### src/rtl/multicycle_control.sv
// multicycle_control: main control FSM for a multicycle MIPS-style datapath.
// Ports: clock/reset (sync, active-high); Opcode/Funct from the IR;
//   datapath strobes and mux selects, ALUOpOut, State_out (state code), Illegal pulse.
// All outputs are registered alongside the state, so they are glitch-free and
// always correspond to the state currently reported on State_out.
module multicycle_control #(
  parameter int unsigned MEM_WAIT = 2  // memory read wait cycles, 0..15
) (
  input  logic       clock,
  input  logic       reset,
  input  logic [5:0] Opcode,
  input  logic [5:0] Funct,
  output logic       PCWriteCond,
  output logic       PCWrite,
  output logic       IorD,
  output logic       MemReadWrite,
  output logic       MemtoReg,
  output logic       IRWrite,
  output logic       AluSrcA,
  output logic       RegWrite,
  output logic       RegDst,
  output logic [1:0] PCSource,
  output logic [1:0] AluSrcB,
  output logic [2:0] ALUOpOut,
  output logic [3:0] State_out,
  output logic       Illegal
);

  typedef enum logic [3:0] {
    S_FETCH     = 4'd0,
    S_DECODE    = 4'd1,
    S_MEM_ADDR  = 4'd2,
    S_MEM_READ  = 4'd3,
    S_LW_WB     = 4'd4,
    S_MEM_WRITE = 4'd5,
    S_R_EXEC    = 4'd6,
    S_R_WB      = 4'd7,
    S_BRANCH    = 4'd8,
    S_JUMP      = 4'd9,
    S_ILLEGAL   = 4'd10
  } state_t;

  localparam logic [2:0] ALU_LOAD = 3'd0;
  localparam logic [2:0] ALU_ADD  = 3'd1;
  localparam logic [2:0] ALU_SUB  = 3'd2;
  localparam logic [2:0] ALU_AND  = 3'd3;
  localparam logic [2:0] ALU_XOR  = 3'd6;

  localparam logic [5:0] OP_RTYPE = 6'h00;
  localparam logic [5:0] OP_LW    = 6'h23;
  localparam logic [5:0] OP_SW    = 6'h2B;
  localparam logic [5:0] OP_BEQ   = 6'h04;
  localparam logic [5:0] OP_J     = 6'h02;

  // Count value on the last cycle of FETCH / MEM_READ.
  localparam logic [3:0] WAIT_LAST = 4'(MEM_WAIT);

  typedef struct packed {
    logic       pc_write_cond;
    logic       pc_write;
    logic       i_or_d;
    logic       mem_rd_wr;
    logic       mem_to_reg;
    logic       ir_write;
    logic       alu_src_a;
    logic       reg_write;
    logic       reg_dst;
    logic [1:0] pc_source;
    logic [1:0] alu_src_b;
    logic [2:0] alu_op;
    logic       illegal;
  } ctl_t;

  state_t     state_q, state_d;
  logic [3:0] cnt_q, cnt_d;
  logic [2:0] alu_hold_q, alu_hold_d;
  ctl_t       ctl_q, ctl_d;

  // Unsupported Funct codes map to LOAD so a bad R-type drives no ALU op.
  function automatic logic [2:0] funct_alu(input logic [5:0] f);
    case (f)
      6'h20:   return ALU_ADD;
      6'h22:   return ALU_SUB;
      6'h24:   return ALU_AND;
      6'h26:   return ALU_XOR;
      default: return ALU_LOAD;
    endcase
  endfunction

  function automatic logic funct_ok(input logic [5:0] f);
    return (f == 6'h20) || (f == 6'h22) || (f == 6'h24) || (f == 6'h26);
  endfunction

  // Output decode for a given state; last flags the final FETCH cycle.
  function automatic ctl_t state_ctl(input state_t st, input logic last,
                                     input logic [2:0] r_alu);
    ctl_t c;
    c = '0;
    case (st)
      S_FETCH: begin
        c.alu_src_b = 2'b01;
        c.alu_op    = ALU_ADD;
        c.ir_write  = last;
        c.pc_write  = last;
      end
      S_DECODE: begin
        c.alu_src_b = 2'b11;
        c.alu_op    = ALU_ADD;
      end
      S_MEM_ADDR: begin
        c.alu_src_a = 1'b1;
        c.alu_src_b = 2'b10;
        c.alu_op    = ALU_ADD;
      end
      S_MEM_READ: c.i_or_d = 1'b1;
      S_LW_WB: begin
        c.mem_to_reg = 1'b1;
        c.reg_write  = 1'b1;
      end
      S_MEM_WRITE: begin
        c.i_or_d    = 1'b1;
        c.mem_rd_wr = 1'b1;
      end
      S_R_EXEC: begin
        c.alu_src_a = 1'b1;
        c.alu_op    = r_alu;
      end
      S_R_WB: begin
        c.reg_dst   = 1'b1;
        c.reg_write = 1'b1;
        c.alu_src_a = 1'b1;
        c.alu_op    = r_alu;
      end
      S_BRANCH: begin
        c.alu_src_a     = 1'b1;
        c.alu_op        = ALU_SUB;
        c.pc_write_cond = 1'b1;
        c.pc_source     = 2'b01;
      end
      S_JUMP: begin
        c.pc_write  = 1'b1;
        c.pc_source = 2'b10;
      end
      S_ILLEGAL: c.illegal = 1'b1;
      default: c = '0;
    endcase
    return c;
  endfunction

  always_comb begin
    state_d    = state_q;
    cnt_d      = cnt_q;
    alu_hold_d = alu_hold_q;
    case (state_q)
      S_FETCH: begin
        if (cnt_q == WAIT_LAST) state_d = S_DECODE;
        else                    cnt_d   = cnt_q + 4'd1;
      end
      S_DECODE: begin
        case (Opcode)
          OP_RTYPE:      state_d = S_R_EXEC;
          OP_LW, OP_SW:  state_d = S_MEM_ADDR;
          OP_BEQ:        state_d = S_BRANCH;
          OP_J:          state_d = S_JUMP;
          default:       state_d = S_ILLEGAL;
        endcase
      end
      S_MEM_ADDR: begin
        if (Opcode == OP_LW) begin
          state_d = S_MEM_READ;
          cnt_d   = 4'd0;
        end else begin
          state_d = S_MEM_WRITE;
        end
      end
      S_MEM_READ: begin
        if (cnt_q == WAIT_LAST) state_d = S_LW_WB;
        else                    cnt_d   = cnt_q + 4'd1;
      end
      S_R_EXEC: begin
        if (funct_ok(Funct)) begin
          state_d    = S_R_WB;
          alu_hold_d = funct_alu(Funct);  // frozen for R_WB
        end else begin
          state_d = S_ILLEGAL;
        end
      end
      default: begin
        // Single-cycle states and unused codes 11..15 all return to FETCH.
        state_d = S_FETCH;
        cnt_d   = 4'd0;
      end
    endcase

    // R_EXEC shows the ALU op of the current Funct; R_WB uses the held copy.
    ctl_d = state_ctl(state_d, cnt_d == WAIT_LAST,
                      (state_d == S_R_EXEC) ? funct_alu(Funct) : alu_hold_d);
  end

  always_ff @(posedge clock) begin
    if (reset) begin
      state_q    <= S_FETCH;
      cnt_q      <= 4'd0;
      alu_hold_q <= ALU_LOAD;
      // First FETCH cycle after reset never strobes PC/IR, even with MEM_WAIT=0.
      ctl_q      <= state_ctl(S_FETCH, 1'b0, ALU_LOAD);
    end else begin
      state_q    <= state_d;
      cnt_q      <= cnt_d;
      alu_hold_q <= alu_hold_d;
      ctl_q      <= ctl_d;
    end
  end

  assign PCWriteCond  = ctl_q.pc_write_cond;
  assign PCWrite      = ctl_q.pc_write;
  assign IorD         = ctl_q.i_or_d;
  assign MemReadWrite = ctl_q.mem_rd_wr;
  assign MemtoReg     = ctl_q.mem_to_reg;
  assign IRWrite      = ctl_q.ir_write;
  assign AluSrcA      = ctl_q.alu_src_a;
  assign RegWrite     = ctl_q.reg_write;
  assign RegDst       = ctl_q.reg_dst;
  assign PCSource     = ctl_q.pc_source;
  assign AluSrcB      = ctl_q.alu_src_b;
  assign ALUOpOut     = ctl_q.alu_op;
  assign State_out    = state_q;
  assign Illegal      = ctl_q.illegal;

endmodule

### config.mk
export PLATFORM = sky130hd
export DESIGN_NAME = multicycle_control
export DESIGN_NICKNAME = d
export VERILOG_FILES = /design/src/rtl/multicycle_control.sv
export SDC_FILE = /design/constraint.sdc
export NUM_CORES = 1
export LEC_CHECK = 0
export BUFFER_PORTS_ARGS = -buffer_cell sky130_fd_sc_hd__clkbuf_2
export CAP_MARGIN = 20
export CORE_ASPECT_RATIO = 0.8
export CORE_UTILIZATION = 59
export CTS_BUF_LIST = sky130_fd_sc_hd__clkbuf_8
export CTS_CLUSTER_SIZE = 8
export DETAILED_ROUTE_END_ITERATION = 8
export PLACE_DENSITY = 0.86
export SLEW_MARGIN = 20
export SYNTH_ARGS = -nofsm -noshare
export SYNTH_HDL_FRONTEND = slang
export SYNTH_SLANG_ARGS = --single-unit
### constraint.sdc
create_clock -name clock -period 5.8 [get_ports clock]
set_input_delay 1.16 -clock clock [delete_from_list [all_inputs] [get_ports clock]]
set_output_delay 1.16 -clock clock [all_outputs]
set_load 0.1 [all_outputs]
==> results of run 1 <==
==> state kept, by name, indices dropped and copies added (netlist names) <==
name and cells:
MemtoReg 1, ALUOpOut 3, PCWriteCond 1, Illegal 1, alu_hold_q 3, RegDst 1
PCWrite 1, AluSrcA 1, PCSource 1, IorD 1, MemReadWrite 1, IRWrite 1
RegWrite 1, cnt_q 4, State_out 4, AluSrcB 2
==> routing by layer <==
metal | global-route usage | vias to the layer above
met2 | 0.468 | 81
li1 | - | 664
met3 | 0.0653 | 4
met4 | 0.0732 | 0
met5 | 0 | -
met1 | 0.330 | 583
==> cell usage in the layout, fill, tap and decap left out, types with 2 or more instances in the layout <==
master,netlist,routed
clkbuf_8,0,3
o211ai_2,2,2
xnor2_1,3,3
clkbuf_2,0,34
inv_1,8,8
nor3_1,2,2
nand2_1,12,12
o31a_1,2,2
or3_1,4,4
a211o_1,2,2
nand3b_1,2,2
nor2_1,27,27
a21oi_1,14,14
ha_1,2,2
nand3_1,5,5
nor3b_1,3,3
o211ai_1,3,3
o22ai_1,2,2
a31oi_1,3,3
nand2b_1,4,4
dfxtp_1,27,27
o21ai_0,6,6
==> through the flow <==
stage                     area, sq um   util  setup WS, ps
after floorplan                  1410      -          3180
after global placement           1560  0.711          2880
after detailed placement         1560  0.711          2680
after CTS                        1610  0.733          2950
after global routing             1610  0.733          2780
final                            1610  0.733          2890
==> report_power, final <==
group | switching [W] | internal [W]
Combinational | 0.000241 | 0.0000879
Sequential | 0.0000256 | 0.000209
Clock | 0.0000556 | 0.0000487
Total | 0.000322 | 0.000345
==> layout make-up <==
type | count | area, sq um
clock inverter | 1 | 7.51
timing repair buffer | 34 | 170
fill | 169 | 587
multi-input combinational | 124 | 785
sequential | 27 | 541
clock buffer | 3 | 41.3
inverter | 9 | 33.8
tap | 25 | 31.3
==> how the worst max path moves through the flow <==
stage	start	end	slack (ps)	cells past startpoint
final	Funct[4]	PCWrite$_SDFF_PP0_	2890	7
after global routing	Funct[4]	PCWrite$_SDFF_PP0_	2780	7
after CTS	Funct[4]	PCWrite$_SDFF_PP0_	2950	7
after detailed placement	Funct[4]	PCWrite$_SDFF_PP0_	2680	7
after global placement	Funct[4]	PCWrite$_SDFF_PP0_	2880	7
after floorplan	Opcode[0]	PCWrite$_SDFF_PP0_	3180	6
==> cell families (layout without fill, tap and decap cells) <==
| logic type | count (synthesis) | in the layout | synth area share |
|---|---|---|---|
| and+or+nand+nor | 74 | 74 | 0.289 |
| xor gates and xnor gates | 3 | 3 | 0.0187 |
| buffers and inverters | 17 | 47 | 0.0570 |
| AOI/OAI and AO/OA | 44 | 44 | 0.225 |
| DFF | 27 | 27 | 0.385 |
| adders and majority gates | 3 | 3 | 0.0249 |
==> worst max-delay path: cells and delay by family <==
kind	cells	cell delay [ps]
AND/OR/NAND/NOR	4	1300
AO/OA/AOI/OAI	2	510
buffers and inverters	1	90
==> metrics.csv, run 1 <==
metric,value,unit
antenna_cells,0,
leakage,0.665,nW
ys_seq_area_frac,0.385,
syn_to_final_growth,14.5,%
cap_violations,0,
synth_top_area_frac,0.385,
cpPeakStageDelay,550,ps
wl_met1,1340,um
finalPower,0.000668,W
fin_cells,223,
rrSetupSlack,3370,ps
tns,0,ps
critPathMaxFanout,11,
final_nets,215,
cts.path.max_buffers,2,
finalCritPeriodShare,0.501,
reg2reg_from,cnt_q[1]$_SDFF_PP0_,
wl_met2,1560,um
wl,3240,um
synth_top_area_cell,dfxtp_1,
viasPerCell,5.97,
cts_resized,0,
syn-num-nets,184,
grt_pass1_wl,5290,um
min_period,2910,ps
hold_end,ALUOpOut[2]$_SDFF_PP0_,
drc,0,
hp-class,register to register,
crit_type,primary input to register,
floorplan.rows,15,
min_path_cells,2,
ant_nets,0,
setup_viol,0,
cts.htree.levels,1,
max_freq,344,MHz
cts_setup_buffers,0,
first_iter_violations,53,
path_cells,clkbuf_2 -> nor4b_1 -> nand2_1 -> o311a_1 -> nor3b_1 -> and4_1 -> o21a_1,
dp_cells,219,
clock_latency,270,ps
synth_ff_type,dfxtp_1,
critPathCaptureType,register,
die-area,0.00258,sq mm
report.final.slew_viol_count,0,
numClockSinks,27,
cellPowerDensity,415,mW/mm^2
io_pins,35,
required,5970,ps
synthTopCellsByArea,"dfxtp_1 (38%), nor2_1 (7.2%), a21oi_1 (5.0%), nand2_1 (3.2%), o21ai_0 (2.1%)",
syn-cell-area,0.00141,sq mm
cts_tree,yes,
skew,3.75,ps
drive_gt1_frac,0.247,
critPathLaunchType,primary input,
ys_ff_latch,27,
die_h,45.7,um
die_w,56.6,um
vdd_drop_max,0.311,mV
synth_area_per_cell,8.36,sq um
tightestPinTransition,724,ps
timing.hold.ws,466,ps
async_reset_ff_frac,0,
slew-limit-headroom,0.516,
grt_antenna_before_repair,0,
core_area,0.00220,sq mm
reg2reg_depth,7,
cts-hold-fix-buffers,0,
routabilityCongestion,0.860,
yosysWarnings,0,
met3WireLength,307,um
initial_core_util,0.640,
wl_per_cell,14.5,um
syn_inst,168,
grt_pass1_vias,1177,
rsz0062_at_grt,no,
hold_viol,0,
r2r-end,PCWrite$_SDFF_PP0_,
synth-edff-count,0,
clock-root-buffer,clkbuf_8,
synth_cell_types,51,
synth_common_cells,"dfxtp_1 (27), nor2_1 (27), a21oi_1 (14)",
grt_max_degree,17,
cp_data_arrival_time,3070,ps
dr.pass1.iters,4,
vias,1332,
status,completed,
dpl.hpwl,2430,um
portBuffers,34,
top_layer_used,met4,
cts_buffers,3,
critPathSlowestCell,nor4b_1,
clk_pin_slew,90,ps
grt_overflow_total,0,
min_from,alu_hold_q[2]$_SDFF_PP0_,
grt_util_all_layers,0.265,
(Power assumes the default switching activity.)
==> inputs of run 2 (changes only) <==
--- a/config.mk
+++ b/config.mk
@@ -8,11 +8,11 @@
 export BUFFER_PORTS_ARGS = -buffer_cell sky130_fd_sc_hd__clkbuf_2
 export CAP_MARGIN = 20
 export CORE_ASPECT_RATIO = 0.8
-export CORE_UTILIZATION = 59
+export CORE_UTILIZATION = 49
 export CTS_BUF_LIST = sky130_fd_sc_hd__clkbuf_8
 export CTS_CLUSTER_SIZE = 8
 export DETAILED_ROUTE_END_ITERATION = 8
-export PLACE_DENSITY = 0.86
+export PLACE_DENSITY = 0.76
 export SLEW_MARGIN = 20
 export SYNTH_ARGS = -nofsm -noshare
 export SYNTH_HDL_FRONTEND = slang
==> constraint.sdc (replaced) <==
create_clock -name clock -period 2.6 [get_ports clock]
set_input_delay 0.52 -clock clock [delete_from_list [all_inputs] [get_ports clock]]
set_output_delay 0.52 -clock clock [all_outputs]
set_load 0.1 [all_outputs]
==> run 2 against run 1 <==
Net effect: first-iteration DRC count grew 40%; power rose by 120%; via count rose by 4.0%; register-to-register slack got worse by 3000 ps; design area rose by 3.2%; critical endpoint unchanged; global-route usage decreased by 2.8 points; worst hold slack better by 14 ps; clock power up 130%; utilization decreased by 9.0 points.
==> metrics.csv, run 2 (same netlist as run 1, synthesis figures left out) <==
metric,value,unit,change
setup_viol,0,,unchanged
portBuffers,34,,unchanged
hold_viol,0,,unchanged
floorplan.rows,16,,was 15
first_iter_violations,74,,was 53
skew,7.19,ps,was 3.75 ps
grt_antenna_before_repair,0,,unchanged
hp-class,register to register,,unchanged
min_path_cells,2,,unchanged
reg2reg_depth,9,,was 7
die_w,61.9,um,was 56.6 um
core_area,0.00258,sq mm,was 0.00220 sq mm
slew-limit-headroom,0.532,,was 0.516
grt_pass1_wl,5350,um,was 5290 um
die-area,0.00309,sq mm,was 0.00258 sq mm
cellPowerDensity,902,mW/mm^2,was 415 mW/mm^2
viasPerCell,5.79,,was 5.97
vias,1385,,was 1332
drive_gt1_frac,0.266,,was 0.247
critPathMaxFanout,10,,was 11
numClockSinks,27,,unchanged
cts_setup_buffers,0,,unchanged
cp_data_arrival_time,2490,ps,was 3070 ps
cts_tree,yes,,unchanged
min_period,2270,ps,
routabilityCongestion,1.05,,was 0.860
critPathLaunchType,register,,was primary input
clock_latency,270,ps,about the same
status,completed,,unchanged
syn_to_final_growth,18.2,%,was 14.5%
finalCritPeriodShare,0.872,,
min_from,alu_hold_q[2]$_SDFF_PP0_,,unchanged
report.final.slew_viol_count,0,,unchanged
io_pins,35,,unchanged
reg2reg_from,cnt_q[0]$_SDFF_PP0_,,was cnt_q[1]$_SDFF_PP0_
grt_overflow_total,0,,unchanged
initial_core_util,0.544,,was 0.640
wl_per_cell,13.4,um,was 14.5 um
final_nets,220,,was 215
dr.pass1.iters,4,,unchanged
rsz0062_at_grt,no,,unchanged
max_freq,441,MHz,
worstSetupStartpoint,cnt_q[0]$_SDFF_PP0_,,was Funct[4]
layout_commonest_cell,clkbuf_2,,unchanged
cts.htree.levels,1,,unchanged
vdd_drop_max,0.412,mV,was 0.311 mV
dp_cells,235,,was 219
antenna_cells,0,,unchanged
cts_buffers,3,,unchanged
finalPower,0.00150,W,was 0.000668 W
grt_util_all_layers,0.237,,was 0.265
tns,0,ps,unchanged
clock-root-buffer,clkbuf_8,,unchanged
tightestPinTransition,692,ps,was 724 ps
cts-hold-fix-buffers,0,,unchanged
ant_nets,0,,unchanged
dpl.hpwl,2530,um,was 2430 um
required,2820,ps,was 5970 ps
critPathCaptureType,register,,unchanged
cap_violations,0,,unchanged
die_h,49.9,um,was 45.7 um
leakage,0.691,nW,was 0.665 nW
clk_pin_slew,90,ps,about the same
crit_type,register to register,,was primary input to register
cts.path.max_buffers,2,,unchanged
grt_max_degree,17,,unchanged
final_cell_mix,"clkbuf_2 (34), dfxtp_1 (27), nor2_1 (27)",,unchanged
wl,3200,um,was 3240 um
fin_cells,239,,was 223
cts_resized,0,,unchanged
drc,0,,unchanged
grt_pass1_vias,1221,,was 1177
## run 2: cell count changes in the layout (fill, tap and decap cells not counted)
cell,change
buf_4,+5
## run 2: power by group
part / internal, W / switching, W / leakage (nW)
clock network: 0.000109 / 0.000127 / 0.0217
logic: 0.000209 / 0.000546 / 0.451
registers: 0.000466 / 0.0000412 / 0.218
total: 0.000783 / 0.000715 / 0.691
## run 2: through the flow
step	instance area (sq um)	hold WS (ps)	worst slack, ps	util
4_1_cts	1660	477	338	0.643
3_3_place_gp	1610	465	375	0.624
3_5_place_dp	1610	463	369	0.624
5_1_grt	1660	527	136	0.643
6_report	1660	480	332	0.643
2_1_floorplan	1410	444	30.5	-
## run 2: area by class of cell
type	count	area, sq um
Clock buffer	3	41.3
Clock inverter	1	7.51
Fill cell	215	922
Inverter	9	33.8
Multi-Input combinational cell	124	785
Sequential cell	27	541
Tap cell	36	45.0
Timing Repair Buffer	39	208
## run 2: routing by layer
metal	global-route usage	vias to the layer above	wire length, um
met4	0.0815	0	69
met3	0.0394	10	276
met5	0	-	0
met1	0.335	636	1470
li1	-	665	-
met2	0.358	74	1390
## run 2: critical path, stage by stage (launching register included)
cell      delay, ps
dfxtp_1         410
inv_1            80
ha_1            220
nor3b_1         150
buf_4           150
o211ai_1        150
o311a_1         380
nor3b_1         310
and4_1          240
o21a_1          110
## run 2: path summary, 6_finish.rpt
kind	end	slack (ps)
setup / recovery	PCWrite$_SDFF_PP0_	330
hold / removal	ALUOpOut[2]$_SDFF_PP0_	480
setup reg to reg	PCWrite$_SDFF_PP0_	330
hold reg to reg	ALUOpOut[2]$_SDFF_PP0_	480
==> inputs of run 3 (changes only) <==
--- a/config.mk
+++ b/config.mk
@@ -7,11 +7,14 @@
 export LEC_CHECK = 0
 export BUFFER_PORTS_ARGS = -buffer_cell sky130_fd_sc_hd__clkbuf_2
 export CAP_MARGIN = 20
+export CELL_PAD_IN_SITES_DETAIL_PLACEMENT = 0
+export CELL_PAD_IN_SITES_GLOBAL_PLACEMENT = 1
 export CORE_ASPECT_RATIO = 0.8
-export CORE_UTILIZATION = 49
+export CORE_UTILIZATION = 36
 export CTS_BUF_LIST = sky130_fd_sc_hd__clkbuf_8
 export CTS_CLUSTER_SIZE = 8
 export DETAILED_ROUTE_END_ITERATION = 8
+export MAX_ROUTING_LAYER = met4
 export PLACE_DENSITY = 0.76
 export SLEW_MARGIN = 20
 export SYNTH_ARGS = -nofsm -noshare
==> run 3 against run 2 <==
Net effect: non-clock buffer count down 1; maximum frequency up 1.7%; register-to-register slack better by 40 ps; critical path depth down 3; first-iteration DRC count down 49%; die area up 35%; sequential cell count unchanged; design area up 0.53%; worst hold slack better by 19 ps; clock skew down 4.1 ps; utilization down 18 points.
==> metrics.csv, run 3 (same netlist as run 1, synthesis figures left out) <==
metric,value,unit,change
rsz0062_at_grt,no,,unchanged
die_w,71.9,um,was 61.9 um
critPathSlowestCell,dfxtp_1,,unchanged
first_iter_violations,38,,was 74
tns,0,ps,unchanged
portBuffers,34,,unchanged
drc,0,,unchanged
skew,3.12,ps,was 7.19 ps
pre_cts_ws,292,ps,was 369 ps
antenna_cells,0,,unchanged
crit_type,register to register,,unchanged
fin_cells,254,,was 239
cellPowerDensity,893,mW/mm^2,was 902 mW/mm^2
dp_cells,250,,was 235
finalPower,0.00149,W,was 0.00150 W
required,2800,ps,was 2820 ps
grt_util_met1,0.255,,was 0.335
wl_per_cell,13.0,um,was 13.4 um
setup_viol,0,,unchanged
switching_share,0.475,,was 0.477
numClockSinks,27,,unchanged
grt_max_degree,15,,was 17
die_h,57.9,um,was 49.9 um
seqPwrFrac,0.348,,was 0.339
finalCritPeriodShare,0.857,,was 0.872
cts_tree,yes,,unchanged
p_clk_frac,0.153,,was 0.158
num-fill-cells,371,,was 215
report.final.slew_viol_count,0,,unchanged
final_util,0.465,,was 0.643
hp-class,register to register,,unchanged
slew-limit-headroom,0.630,,was 0.532
vdd_drop_max,0.275,mV,was 0.412 mV
drive_gt1_frac,0.257,,was 0.266
status,completed,,unchanged
core_area,0.00359,sq mm,was 0.00258 sq mm
grt_pass1_wl,5510,um,was 5350 um
cts_resized,0,,unchanged
critPathLaunchType,register,,unchanged
dr.pass1.iters,4,,unchanged
clk_pin_slew,90,ps,about the same
clock-root-buffer,clkbuf_8,,unchanged
clock_latency,260,ps,was 270 ps
regArea,541,sq um,unchanged
ant_nets,0,,unchanged
grt_util_all_layers,0.173,,was 0.237
cp_data_arrival_time,2420,ps,was 2490 ps
grt_pass1_vias,1206,,was 1221
gr-usage-met2,0.253,,was 0.358
grt_antenna_before_repair,0,,unchanged
critPathCaptureType,register,,unchanged
leakage,0.690,nW,was 0.691 nW
hold_viol,0,,unchanged
routabilityCongestion,0.892,,was 1.05
io_pins,35,,unchanged
syn_to_final_growth,18.8,%,was 18.2%
floorplan.rows,19,,was 16
max_freq,449,MHz,was 441 MHz
layout_setup_ws,371,ps,was 332 ps
initial_core_util,0.391,,was 0.544
intPower,0.000782,W,was 0.000783 W
cts-hold-fix-buffers,0,,unchanged
cap_violations,0,,unchanged
vias,1318,,was 1385
met3_usage,0.0191,,was 0.0394
wl,3310,um,was 3200 um
final_nets,219,,was 220
path_cells,or4b_1 -> or3_1 -> a21oi_1 -> nor2b_1 -> a31oi_1 -> o22ai_2,,was inv_1 -> ha_1 -> nor3b_1 -> buf_4 -> o211ai_1 -> o311a_1 -> nor3b_1 -> and4_1 -> o21a_1
cts.htree.levels,1,,unchanged
die-area,0.00416,sq mm,was 0.00309 sq mm
switching_power,0.000708,W,was 0.000715 W
cts_setup_buffers,0,,unchanged
pwr-share-comb,0.499,,was 0.504
final_cell_mix,"clkbuf_2 (34), dfxtp_1 (27), nor2_1 (27)",,unchanged
grt_overflow_total,0,,unchanged
critPathMaxFanout,13,,was 10
tightestPinTransition,557,ps,was 692 ps
layout_commonest_cell,clkbuf_2,,unchanged
cpPeakStageDelay,570,ps,was 410 ps
multi_input_area,785,sq um,unchanged
cts_buffers,3,,unchanged
cts.path.max_buffers,2,,unchanged
dpl.hpwl,2640,um,was 2530 um
grt-busiest-layer,met1,,was met2
min_period,2230,ps,was 2270 ps
viasPerCell,5.19,,was 5.79
-- run 3: worst max-delay path, delay by kind of cell, from the launching register on --
family           cells  cell delay (ps)
AND/OR/NAND/NOR      3             1180
flip-flops           1              570
AO/OA/AOI/OAI        3              410
-- run 3: final cells by class --
type                            instances  area share
Timing Repair Buffer                   38       0.120
Clock buffer                            3      0.0247
Multi-Input combinational cell        124       0.470
Sequential cell                        27       0.324
Inverter                                9      0.0202
Clock inverter                          1     0.00225
Tap cell                               52      0.0390
-- run 3: power groups by stage --
stage | clock (W) | sequential [W] | combinational [W]
after floorplan | 0 | 0.000767 | 0.000361
after global routing | 0.000249 | 0.000528 | 0.000794
final | 0.000228 | 0.000519 | 0.000743
after global placement | 0 | 0.000528 | 0.000737
after detailed placement | 0 | 0.000526 | 0.000737
after CTS | 0.000233 | 0.000518 | 0.000739
-- run 3: per-stage QoR --
step / instance area, sq um / hold WS (ps)
after global placement: 1620 / 466
after global routing: 1670 / 520
after floorplan: 1410 / 444
after CTS: 1670 / 497
final: 1670 / 499
after detailed placement: 1620 / 482
-- run 3: path summary, 6_finish.rpt --
check | start | to | slack (ps) | cells after the start
max | State_out[0]$_SDFF_PP0_ | ALUOpOut[1]$_SDFF_PP0_ | 370 | 6
min reg2reg | alu_hold_q[0]$_SDFF_PP0_ | alu_hold_q[0]$_SDFF_PP0_ | 500 | 2
max reg2reg | State_out[0]$_SDFF_PP0_ | ALUOpOut[1]$_SDFF_PP0_ | 370 | 6
min | alu_hold_q[0]$_SDFF_PP0_ | alu_hold_q[0]$_SDFF_PP0_ | 500 | 2
-- run 3: per-layer routing --
metal  part of all wire  wire length, um  up-vias
met4             0.0082               27        0
met1               0.53             1750      608
met3              0.054              178        2
met5                  0                0        -
met2               0.41             1350       45
li1                   -                -      663
